[src/rtl/led_pattern_gen.sv]
// Multi-channel LED pattern generator: per-channel OFF/ON/BLINK/BURST modes timed in
// shared prescaler ticks. Define LED_ACTIVE_LOW_EN to drive the led port active-low.
module led_pattern_gen #(
  parameter int NUM_CH  = 4,
  parameter int CNT_W   = 16,
  parameter int BURST_W = 8,
  parameter int PRESC   = 1000,
  localparam int CH_W   = (NUM_CH > 1) ? $clog2(NUM_CH) : 1
) (
  input  logic               clk,
  input  logic               reset,
  input  logic               cfg_we,
  input  logic [CH_W-1:0]    cfg_ch,
  input  logic [1:0]         cfg_mode,
  input  logic [CNT_W-1:0]   cfg_on,
  input  logic [CNT_W-1:0]   cfg_off,
  input  logic [BURST_W-1:0] cfg_count,
  output logic [NUM_CH-1:0]  led,
  output logic [NUM_CH-1:0]  busy,
  output logic [NUM_CH-1:0]  done
);

  localparam int PW = (PRESC > 1) ? $clog2(PRESC) : 1;

  localparam logic [1:0] MODE_OFF   = 2'd0;
  localparam logic [1:0] MODE_ON    = 2'd1;
  localparam logic [1:0] MODE_BLINK = 2'd2;
  localparam logic [1:0] MODE_BURST = 2'd3;

  localparam logic [CNT_W-1:0]   CNT_ONE   = CNT_W'(1);
  localparam logic [CNT_W-1:0]   CNT_ZERO  = {CNT_W{1'b0}};
  localparam logic [BURST_W-1:0] BURST_ONE = BURST_W'(1);
  localparam logic [BURST_W-1:0] BURST_ZERO = {BURST_W{1'b0}};

`ifdef LED_ACTIVE_LOW_EN
  localparam logic LED_POL = 1'b1;
`else
  localparam logic LED_POL = 1'b0;
`endif

  typedef enum logic [1:0] {
    ST_IDLE = 2'd0,
    ST_ON   = 2'd1,
    ST_OFF  = 2'd2
  } state_e;

  logic [PW-1:0]      presc_q, presc_d;
  logic               tick_s;

  state_e             state_q [NUM_CH];
  state_e             state_d [NUM_CH];
  logic [1:0]         mode_q  [NUM_CH];
  logic [1:0]         mode_d  [NUM_CH];
  logic [CNT_W-1:0]   on_q    [NUM_CH];
  logic [CNT_W-1:0]   on_d    [NUM_CH];
  logic [CNT_W-1:0]   off_q   [NUM_CH];
  logic [CNT_W-1:0]   off_d   [NUM_CH];
  logic [CNT_W-1:0]   timer_q [NUM_CH];
  logic [CNT_W-1:0]   timer_d [NUM_CH];
  logic [BURST_W-1:0] rem_q   [NUM_CH];
  logic [BURST_W-1:0] rem_d   [NUM_CH];
  logic [NUM_CH-1:0]  led_q, led_d;
  logic [NUM_CH-1:0]  busy_q, busy_d;
  logic [NUM_CH-1:0]  done_q, done_d;

  // Free-running prescaler; never restarted by configuration writes.
  always_comb begin
    tick_s  = (presc_q == PW'(PRESC - 1));
    presc_d = tick_s ? {PW{1'b0}} : presc_q + PW'(1);
  end

  // Per-channel next state; a write to a channel overrides any phase or burst end.
  always_comb begin
    logic [CNT_W-1:0] eff_on_v;
    logic [CNT_W-1:0] eff_off_v;
    logic             sel_v;
    eff_on_v  = CNT_ONE;
    eff_off_v = CNT_ONE;
    sel_v     = 1'b0;
    led_d     = {NUM_CH{LED_POL}};
    busy_d    = {NUM_CH{1'b0}};
    done_d    = {NUM_CH{1'b0}};
    for (int i = 0; i < NUM_CH; i++) begin
      state_d[i] = state_q[i];
      mode_d[i]  = mode_q[i];
      on_d[i]    = on_q[i];
      off_d[i]   = off_q[i];
      timer_d[i] = timer_q[i];
      rem_d[i]   = rem_q[i];
      eff_on_v   = (on_q[i]  == CNT_ZERO) ? CNT_ONE : on_q[i];
      eff_off_v  = (off_q[i] == CNT_ZERO) ? CNT_ONE : off_q[i];
      sel_v      = cfg_we && (int'(cfg_ch) < NUM_CH) && (int'(cfg_ch) == i);

      if (sel_v) begin
        mode_d[i]  = cfg_mode;
        on_d[i]    = cfg_on;
        off_d[i]   = cfg_off;
        timer_d[i] = CNT_ZERO;
        rem_d[i]   = cfg_count;
        case (cfg_mode)
          MODE_BLINK: state_d[i] = ST_ON;
          MODE_BURST: begin
            if (cfg_count != BURST_ZERO) begin
              state_d[i] = ST_ON;
            end else begin
              state_d[i] = ST_IDLE;
              done_d[i]  = 1'b1;
            end
          end
          default: state_d[i] = ST_IDLE;
        endcase
      end else if (tick_s) begin
        case (state_q[i])
          ST_ON: begin
            if (timer_q[i] == eff_on_v - CNT_ONE) begin
              state_d[i] = ST_OFF;
              timer_d[i] = CNT_ZERO;
            end else begin
              timer_d[i] = timer_q[i] + CNT_ONE;
            end
          end
          ST_OFF: begin
            if (timer_q[i] == eff_off_v - CNT_ONE) begin
              timer_d[i] = CNT_ZERO;
              if (mode_q[i] == MODE_BURST) begin
                rem_d[i] = rem_q[i] - BURST_ONE;
                if (rem_q[i] == BURST_ONE) begin
                  state_d[i] = ST_IDLE;
                  done_d[i]  = 1'b1;
                end else begin
                  state_d[i] = ST_ON;
                end
              end else begin
                state_d[i] = ST_ON;
              end
            end else begin
              timer_d[i] = timer_q[i] + CNT_ONE;
            end
          end
          default: state_d[i] = state_q[i];
        endcase
      end else begin
        state_d[i] = state_q[i];
      end

      led_d[i]  = LED_POL ^ ((state_d[i] == ST_ON) ||
                             ((state_d[i] == ST_IDLE) && (mode_d[i] == MODE_ON)));
      busy_d[i] = (state_d[i] == ST_ON) || (state_d[i] == ST_OFF);
    end
  end

  // State, configuration and registered outputs.
  always_ff @(posedge clk or posedge reset) begin
    if (reset) begin
      presc_q <= {PW{1'b0}};
      for (int i = 0; i < NUM_CH; i++) begin
        state_q[i] <= ST_IDLE;
        mode_q[i]  <= MODE_OFF;
        on_q[i]    <= CNT_ONE;
        off_q[i]   <= CNT_ONE;
        timer_q[i] <= CNT_ZERO;
        rem_q[i]   <= BURST_ZERO;
      end
      led_q  <= {NUM_CH{LED_POL}};
      busy_q <= {NUM_CH{1'b0}};
      done_q <= {NUM_CH{1'b0}};
    end else begin
      presc_q <= presc_d;
      for (int i = 0; i < NUM_CH; i++) begin
        state_q[i] <= state_d[i];
        mode_q[i]  <= mode_d[i];
        on_q[i]    <= on_d[i];
        off_q[i]   <= off_d[i];
        timer_q[i] <= timer_d[i];
        rem_q[i]   <= rem_d[i];
      end
      led_q  <= led_d;
      busy_q <= busy_d;
      done_q <= done_d;
    end
  end

  assign led  = led_q;
  assign busy = busy_q;
  assign done = done_q;

endmodule

[config.mk]
export PLATFORM = sky130hd
export DESIGN_NAME = led_pattern_gen
export DESIGN_NICKNAME = d
export VERILOG_FILES = /design/src/rtl/led_pattern_gen.sv
export SDC_FILE = /design/constraint.sdc
export NUM_CORES = 1
export LEC_CHECK = 0
export CORE_UTILIZATION = 30
export CTS_CLUSTER_DIAMETER = 60
export CTS_CLUSTER_SIZE = 20
export DETAILED_ROUTE_END_ITERATION = 16
export GPL_ROUTABILITY_DRIVEN = 1
export HOLD_SLACK_MARGIN = 0.15
export PLACE_DENSITY = 0.44
export SKIP_LAST_GASP = 1
export SLEW_MARGIN = 15
export SYNTH_ARGS = -nofsm -noshare
export SYNTH_HDL_FRONTEND = slang
export SYNTH_SLANG_ARGS = --single-unit
[constraint.sdc]
create_clock -name clk -period 8.8 [get_ports clk]
set_input_delay 1.76 -clock clk [delete_from_list [all_inputs] [get_ports clk]]
set_output_delay 1.76 -clock clk [all_outputs]
set_load 0.02 [all_outputs]
; Word-level counts from Yosys, hierarchy flattened
; Cells that the tools add are included.
[word_totals]
ff_bits = 262
in_bits = 47
output_inout_bits = 12
wordCells = 254
[op_classes]
addsub = 17
eq_ne = 42
mux = 109
reduce_logical = 58
[op_table]
columns = cell, count
row1 = 16-bit 2-to-1 mux, 24
row2 = 8-bit 2-to-1 mux, 20
row3 = 16-bit == test, 8
row4 = 16-bit logical NOT, 8
row5 = 16-bit case mux with 2 select lines, 4
row6 = 16-bit by 1-bit subtractor with 16-bit output (second input constant), 8
row7 = 16-bit by 1-bit adder with 16-bit output (second input constant), 4
row8 = 2-bit 2-to-1 mux, 24
row9 = 2-bit == test (second input constant), 16
row10 = 8-bit by 1-bit == test with 1-bit output (second input constant), 4
row11 = 2-bit nonzero test, 16
row12 = 8-bit by 1-bit subtractor with 8-bit output (second input constant), 4
row13 = 1-bit 2-to-1 mux, 31
row14 = 2-bit by 1-bit == test with 1-bit output (second input constant), 13
row15 = 2-bit case mux with 2 select lines, 5
row16 = 4-bit AND reduction, 4
row17 = 3-bit nonzero test, 4
row18 = 10-bit by 1-bit adder with 10-bit output (second input constant), 1
row19 = 10-bit == test (second input constant), 1
row20 = 2-bit logical NOT, 5
row21 = 10-bit 2-to-1 mux, 1
row22 = 1-bit logical AND, 8
row23 = 1-bit logical OR, 8
row24 = 2-bit AND reduction, 4
row25 = 8-bit nonzero test, 1

; Logic depth before layout (Yosys ltp)
; Gate-level depths: netlist of run 1.
[logic_depth]
depth_word = 11
mapped_depth = 20
mapped_depth_nobuf = 18

; Least setup slack after synthesis of run 1
; OpenSTA, ideal clock, no wires.
[synth_path]
path_kind = register to register
startpoint = register on_q[22] (netlist name)
endpoint = register led_q[2], in the netlist led[2]
setup_time_ns = 0.118
arrival_time_ns = 4.253
required_ns = 8.682
slack_ns = 4.429
stages_incl_launch_ff = 20
cell_sequence = dfrtp_1 buf_6 or4_1 buf_2 nor3_1 a21oi_1 ha_1 or4b_2 nor2_1 or4b_2 a21oi_1 nand3b_1 a2111oi_4 a21oi_1 a21oi_1 o211ai_1 ha_1 inv_1 nor2_1 a21o_1
[synth_between]
elab_chain_len = 11
word_cells_on_any_way = 12
cone_classes = add/sub (1) / eq/ne (2) / mux (5) / reduce/logical (4)
[synth_lines]
columns = item, line_no
row1 = start: declaration, 54  ; logic [CNT_W-1:0] on_q [NUM_CH];
row2 = start signal: indexed assignment, 172  ; on_q[i] <= on_d[i];
row3 = 16-bit logical NOT, 90  ; eff_on_v = (on_q[i] == CNT_ZERO) ? CNT_ONE : on_q[i];
row4 = 16-bit 2-to-1 mux (*), 90
row5 = 16-bit by 1-bit subtractor with 16-bit output (*), 115  ; if (timer_q[i] == eff_on_v - CNT_ONE) begin
row6 = 16-bit == test (*), 115
row7 = 2-bit 2-to-1 mux (*), 115
row8 = 2-bit case mux with 2 select lines (*), 113  ; case (state_q[i])
row9 = 2-bit 2-to-1 mux (*), 112  ; end else if (tick_s) begin
row10 = 2-bit 2-to-1 mux (*), 94  ; if (sel_v) begin
row11 = 2-bit logical NOT, 147  ; ((state_d[i] == ST_IDLE) && (mode_d[i] == MODE_ON)));
row12 = 1-bit logical AND, 147
row13 = 1-bit logical OR (*), 146  ; led_d[i] = LED_POL ^ ((state_d[i] == ST_ON) ||
row14 = via led_d[2], 62  ; logic [NUM_CH-1:0] led_q, led_d;
row15 = end signal: assignment, 164  ; led_q <= {NUM_CH{LED_POL}};
row16 = end signal: assignment, 177  ; led_q <= led_d;
row17 = end: declaration, 62
; The timed path passes the listed nets; every way through them passes the cells marked *.
; A chain may end at the register's enable or synchronous reset.

==> metrics.cfg, run 1 <==
[setup_path]
end_kind = flop
rrSetupSlack_ns = 3.95
cp_slowest_stage_delay_ns = 0.67
cp.depth = 14
critPathLaunchType = flop
reg2reg_to = led[2]$_DFF_PP0_
path_max_fanout = 8
critPathArrivalTime_ns = 5.31
critPathLaunch = on_q[22]$_DFFE_PP0P_
cp.required_ns = 9.25
r2r-start = on_q[22]$_DFFE_PP0P_
critPathTopFamily = simple AND/OR/NAND/NOR gates
crit_path_top_delay_cell = or4b_2
reg2reg_depth = 14
worstPathCellList = or4_1 > nor3_1 > a21oi_1 > ha_1 > or4b_2 > nor2_1 > or4b_2 > a21oi_1 > nand3b_1 > a2111oi_0 > a211oi_1 > o31a_1 > ha_1 > a21o_1
crit_type = reg -> reg
crit_buf_inv = 0

[placed_design]
dpl.hpwl_mm = 42.22
dp.cells = 2879
portBuffers = 58
gp_congestion = 0.8661

[clock_tree]
htree_num_levels = 2
clock_latency_ns = 0.57
cts_resized = 0
cts_setup_buffers = 0
clk_pin_slew_ns = 0.07
clock-sinks = 262
cts_buffers = 36
cts_tree = yes
hold_buffers = 0
cts_buffer_depth = 3
cts-root-buf = clkbuf_16

[yosys]
synth-seq-area-share = 0.3746
synth_top_flop_cell = dfrtp_1
yosysUniqueCellTypes = 95
synth_area_leaders = dfrtp_1 (36%), nand2_1 (11%), xnor2_1 (5.2%)
yosysTopAreaCell = dfrtp_1
ys_seq_elements = 262
synthCells = 2172
synth_edf_count = 0
syn_avg_cell_area_um2 = 8.071
synth.most_common_cell = nand2_1
synth_nets = 2256
synth_top_area_share = 0.3626
yosys_warnings = 0
syn_area_mm2 = 0.01753
synth_common_cells = nand2_1 (529), dfrtp_1 (254), nor2_1 (121)
async_reset_ff_frac = 1.000

[route]
wl_per_cell_um = 20.08
dr.pass1.iters = 5
ant_nets = 0
drt_wl_total_mm = 59.15
vias = 15500
viasPerCell = 5.263
drc = 0
drtIter0Drc = 1152

[die]
ioPinCount = 59
start_util = 0.3038
core_mm2 = 0.05770
dieArea_mm2 = 0.05940
die-width_um = 243.7
std_cell_rows = 88
dieHeight_um = 243.7

[finish]
stdcell_count = 2945
area_growth_pct = 13.60
drive_gt1_frac = 0.06789
layout.nets = 2236
diodes = 0
fillers = 6051
final_util = 0.3451

[power_and_ir_drop]
p_leak_nw = 8.411
max-vdd-ir-drop_v = 0.0001110
power.density_mw_per_mm2 = 194.4

[global_routing]
grt_pass1_vias = 14660
track_usage = 0.1981
overflow = 0
grt_pass1_wl_mm = 90.16
antenna_found_initial = 0
grt_max_degree = 69

[worst_hold_path]
hold_path_class = reg -> reg
whs_path_depth = 1
hp-start = presc_q[0]$_DFF_PP0_
hold_end = presc_q[0]$_DFF_PP0_

[sta]
tightest_slew_ns = 1.108
rsz0062_at_grt = false
finalCriticalPeriod_ns = 4.854
setup_viol = 0
finClkSkew_ns = 0.02556
fmax_ghz = 0.2060
hold_viol = 0
slew_viol_final = 0
fin_crit_sh = 0.5516
tns_ns = 0
relSlewSlack = 0.2588
fin_hold_ws_ns = 0.4584

[run_status]
status = completed

[run]
maxCapViolations = 0

how the worst max path moves through the flow:
| stage | to | slack, ns |
|---|---|---|
| floorplan | busy[0]$_DFF_PP0_ | 3.59 |
| detailed placement | led[2]$_DFF_PP0_ | 3.93 |
| finish | led[2]$_DFF_PP0_ | 3.95 |
| CTS | led[2]$_DFF_PP0_ | 3.92 |
| global placement | led[2]$_DFF_PP0_ | 3.92 |
| global route | led[2]$_DFF_PP0_ | 3.55 |
state kept, by name, indices dropped and copies added (netlist names), 8 cells and up:
register	cells
timer_q	64
presc_q	10
on_q	64
rem_q	32
off_q	64
state_q	8
mode_q	8
stage by stage:
stage | setup WS (ns) | total power [mW] | instance area [µm²]
after global routing | 3.548 | 4.095 | 19910
after detailed placement | 3.932 | 2.377 | 18700
after global placement | 3.920 | 2.368 | 18700
final | 3.946 | 3.872 | 19910
after CTS | 3.917 | 3.922 | 19910
after floorplan | 3.591 | 2.119 | 17530
power by group:
part           internal [mW]  leakage (nW)  switching, mW
sequential              1.34          3.32          0.205
combinational          0.347          4.49          0.470
clock                  0.863         0.606          0.645
worst register-to-register path, delay by kind of cell (launching register included):
| kind | cells | cell delay (ns) |
|---|---|---|
| DFF | 1 | 0.46 |
| adders and majority gates | 2 | 0.50 |
| AOI/OAI and AO/OA | 6 | 1.55 |
| and+or+nand+nor | 6 | 2.25 |
cell families (layout without fill, tap and decap cells):
| kind of cell | count (synthesis) | in the layout | synth area share |
|---|---|---|---|
| AND/OR/NAND/NOR | 1164 | 1164 | 0.3307 |
| flip-flops | 262 | 262 | 0.3746 |
| multiplexers | 36 | 36 | 0.02113 |
| XOR/XNOR | 162 | 162 | 0.08216 |
| buffers and inverters | 205 | 213 | 0.04582 |
| adder cells (fa/ha/maj) | 37 | 37 | 0.02641 |
| AO/OA/AOI/OAI | 306 | 306 | 0.1192 |
cell usage in the layout (no fill, tap or decap), drive strengths merged, types with 10 or more instances in the layout:
cell             n
nand2          529
or4b            10
nor3            67
or2             13
nor2b           17
or4             18
buf             19
a31oi           36
nand3          106
a211oi          13
and2            17
dfrtp          254
nand4           27
nor4            45
nand3b          28
nor4b           12
xor2            56
ha              37
xnor2          105
nand2b          28
clkbuf          43
nor2           121
clkdlybuf4s50   58
mux2i           28
o31ai           23
nor3b           23
o31a            11
o21ai           67
or3             19
inv             77
o211ai          10
clkinv          13
a21oi           55
nand4b          18
and3            45
metal layers:
layer  GRT usage  part of all wire  vias up
met5           0                 0        -
met4     0.06636             0.033        0
met3     0.03426             0.045       83
met2      0.3067              0.44      334
met1      0.2770              0.48     7555
li1            -                 -     7527
area by class of cell:
class	instances	area, µm²	area share
clock inverters	23	212.7	0.01068
clock buffers	43	999.7	0.05020
multi-input cells	1705	10190	0.5116
inverters	70	266.5	0.01338
well taps	765	957.2	0.04807
repair buffers	77	723.2	0.03632
flip-flops and latches	262	6566	0.3298
No activity file was read; power rests on OpenSTA's default activity.
==> run 2: changes to the inputs <==
- PLACE_DENSITY: 0.44 -> 0.43
- clock period: 8.8 -> 5.1 ns (I/O delays scaled with it)
==> metrics.cfg, run 2 (synthesis gave the netlist of run 1 again) <==
[power_and_ir_drop]
p_comb_frac = 0.210  ; about the same
power.density_mw_per_mm2 = 339.3  ; +74%
max-vdd-ir-drop_v = 0.0002224  ; +100%
power.share.clock = 0.399  ; +0.009
switching_share = 0.3422  ; +0.001488
p_leak_nw = 8.486  ; +0.89%
pwr-share-seq = 0.391  ; -0.008
switching_power_mw = 2.332  ; +77%
p_int_mw = 4.483  ; +76%

[setup_path]
worstPathCellList = or4_1 > nor3_1 > a21oi_1 > ha_1 > or4b_2 > nor2_1 > or4b_2 > a21oi_1 > nand3b_1 > a2111oi_4 > a21oi_1 > a21oi_1 > o211ai_1 > ha_1 > inv_1 > nor2_1 > a21o_1
cpMostUsedCell = a21oi_1
cp_slowest_stage_delay_ns = 0.68  ; about the same
path_max_fanout = 8  ; unchanged
crit_path_top_delay_cell = or4b_2
critPathLaunchType = flop
end_kind = flop
cp.required_ns = 5.55  ; -3.70 ns
critPathArrivalTime_ns = 5.05  ; -0.26 ns
crit_type = reg -> reg

[sta]
tightest_slew_ns = 1.118  ; +0.01036 ns
relSlewSlack = 0.2518  ; -0.006932
finalCriticalPeriod_ns = 4.600  ; -0.2542 ns
setup_viol = 0  ; unchanged
finClkSkew_ns = 0.03945  ; +0.01390 ns
hold_viol = 0  ; unchanged
rsz0062_at_grt = false
fmax_ghz = 0.2174  ; +5.5%
tns_ns = 0  ; unchanged
slew_viol_final = 0  ; unchanged
fin_crit_sh = 0.9020  ; +0.3504
fin_hold_ws_ns = 0.4692  ; +0.01081 ns

[global_routing]
met3_usage = 0.03073  ; -0.003525
grt_pass1_wl_mm = 92.59  ; +2.7%
met2_usage = 0.3160  ; +0.009275
antenna_found_initial = 0  ; unchanged
grt_max_degree = 134  ; +94%
gr-usage-met1 = 0.2809  ; +0.003834
track_usage = 0.2024  ; +0.004360
grt_pass1_vias = 15150  ; +3.3%
overflow = 0  ; unchanged
top_usage_layer = met2

[clock_tree]
clk_pin_slew_ns = 0.06  ; about the same
clock_latency_ns = 0.58  ; about the same
htree_num_levels = 2  ; unchanged
cts-root-buf = clkbuf_16
cts_buffer_depth = 3  ; unchanged
cts_tree = yes
clock-sinks = 262  ; unchanged
cts_buffers = 39  ; +8.3%

[finish]
register_area_mm2 = 0.006566  ; unchanged
multi_input_area_mm2 = 0.01019  ; about the same
fillers = 6064  ; +0.21%
final_cell_mix = nand2_1 (529), dfrtp_1 (254), nor2_1 (120), nand3_1 (105), xnor2_1 (104)
layout.nets = 2247  ; +0.49%
largestRegisters = off_q x64, on_q x64, timer_q x64
final_util = 0.3482  ; +0.003036
area_growth_pct = 14.60
postLayoutCellArea_mm2 = 0.02009  ; +0.88%
drive_gt1_frac = 0.07299  ; +0.005103
final_common_cell = nand2_1
stdcell_count = 2958  ; +0.44%

[run]
maxCapViolations = 0  ; unchanged

[die]
start_util = 0.3038  ; unchanged
die-width_um = 243.7  ; unchanged
ioPinCount = 59  ; unchanged
std_cell_rows = 88  ; unchanged
dieArea_mm2 = 0.05940  ; unchanged
dieHeight_um = 243.7  ; unchanged
core_mm2 = 0.05770  ; unchanged

[route]
vias = 15590  ; +0.57%
wl_per_cell_um = 20.02  ; -0.31%
drt_wl_total_mm = 59.23  ; +0.13%
ant_nets = 0  ; unchanged
dr.pass1.iters = 7  ; +2
viasPerCell = 5.269  ; +0.13%
drtIter0Drc = 1091  ; -5.3%
drc = 0  ; unchanged

[placed_design]
gp_congestion = 0.8589  ; -0.83%
dpl.hpwl_mm = 42.51  ; +0.69%
portBuffers = 58  ; unchanged
dp.cells = 2887  ; +0.28%
dpl-instance-area_mm2 = 0.01878  ; +0.46%

[worst_hold_path]
hold_path_class = reg -> reg

[run_status]
status = completed

## run 2: changes by cell type in the layout (fill, tap and decap cells not counted), sizes merged
cell	previous run	this run
clkinvlp	2	5
buf	19	27
clkinv	13	12
diode	0	1
inv	77	79
## run 2: timing repair
item                       4_1_cts  5_1_grt
buffers inserted                 0        0
gates resized for setup          0        1
hold buffers                     0        0
setup endpoints to repair        0        1
## run 2: final timing paths
check / from / end / slack, ns / cells after the start
worst min register to register: presc_q[0]$_DFF_PP0_ / presc_q[0]$_DFF_PP0_ / 0.47 / 1
max in group asynchronous: reset / done[0]$_DFF_PP0_ / 3.11 / 3
worst max register to register: on_q[22]$_DFFE_PP0P_ / led[2]$_DFF_PP0_ / 0.50 / 17
worst min-delay path: presc_q[0]$_DFF_PP0_ / presc_q[0]$_DFF_PP0_ / 0.47 / 1
worst max-delay path: on_q[22]$_DFFE_PP0P_ / led[2]$_DFF_PP0_ / 0.50 / 17
min in group asynchronous: reset / off_q[30]$_DFFE_PP0P_ / 0.84 / 2
## run 2: worst max-delay path, delay by kind of cell (launching register included)
family	cells	cell delay, ns
DFF	1	0.46
AOI/OAI and AO/OA	7	1.33
buffers and inverters	1	0.05
and+or+nand+nor	7	2.12
adders and majority gates	2	0.53
## run 2: final cells by class
| cell class | count | area share |
|---|---|---|
| multi-input combinational | 1705 | 0.5071 |
| tap | 765 | 0.04765 |
| inverter | 70 | 0.01327 |
| clock buffer | 43 | 0.05083 |
| sequential | 262 | 0.3269 |
| antenna | 1 | 0.0001246 |
| timing repair buffer | 85 | 0.04024 |
| clock inverter | 27 | 0.01395 |
## run 2: stage by stage
stage / power (mW) / setup slack (ns)
6_report: 6.815 / 0.4999
3_3_place_gp: 4.111 / 0.5800
4_1_cts: 6.918 / 0.5085
3_5_place_dp: 4.126 / 0.5169
2_1_floorplan: 3.656 / 0.6310
5_1_grt: 7.233 / 0.04031
## run 2: routing by layer
layer | up-vias | routed length, µm | share of wire
met4 | 0 | 2069 | 0.035
met3 | 93 | 2547 | 0.043
li1 | 7596 | - | -
met1 | 7597 | 28010 | 0.47
met2 | 301 | 26600 | 0.45
met5 | - | 0 | 0
## run 2: power by group through the flow
stage	clock [mW]	combinational (mW)	sequential, mW
6_report	2.72	1.43	2.67
5_1_grt	2.90	1.62	2.71
4_1_cts	2.82	1.44	2.66
3_5_place_dp	0	1.43	2.70
3_3_place_gp	0	1.42	2.69
2_1_floorplan	0	1.10	2.55
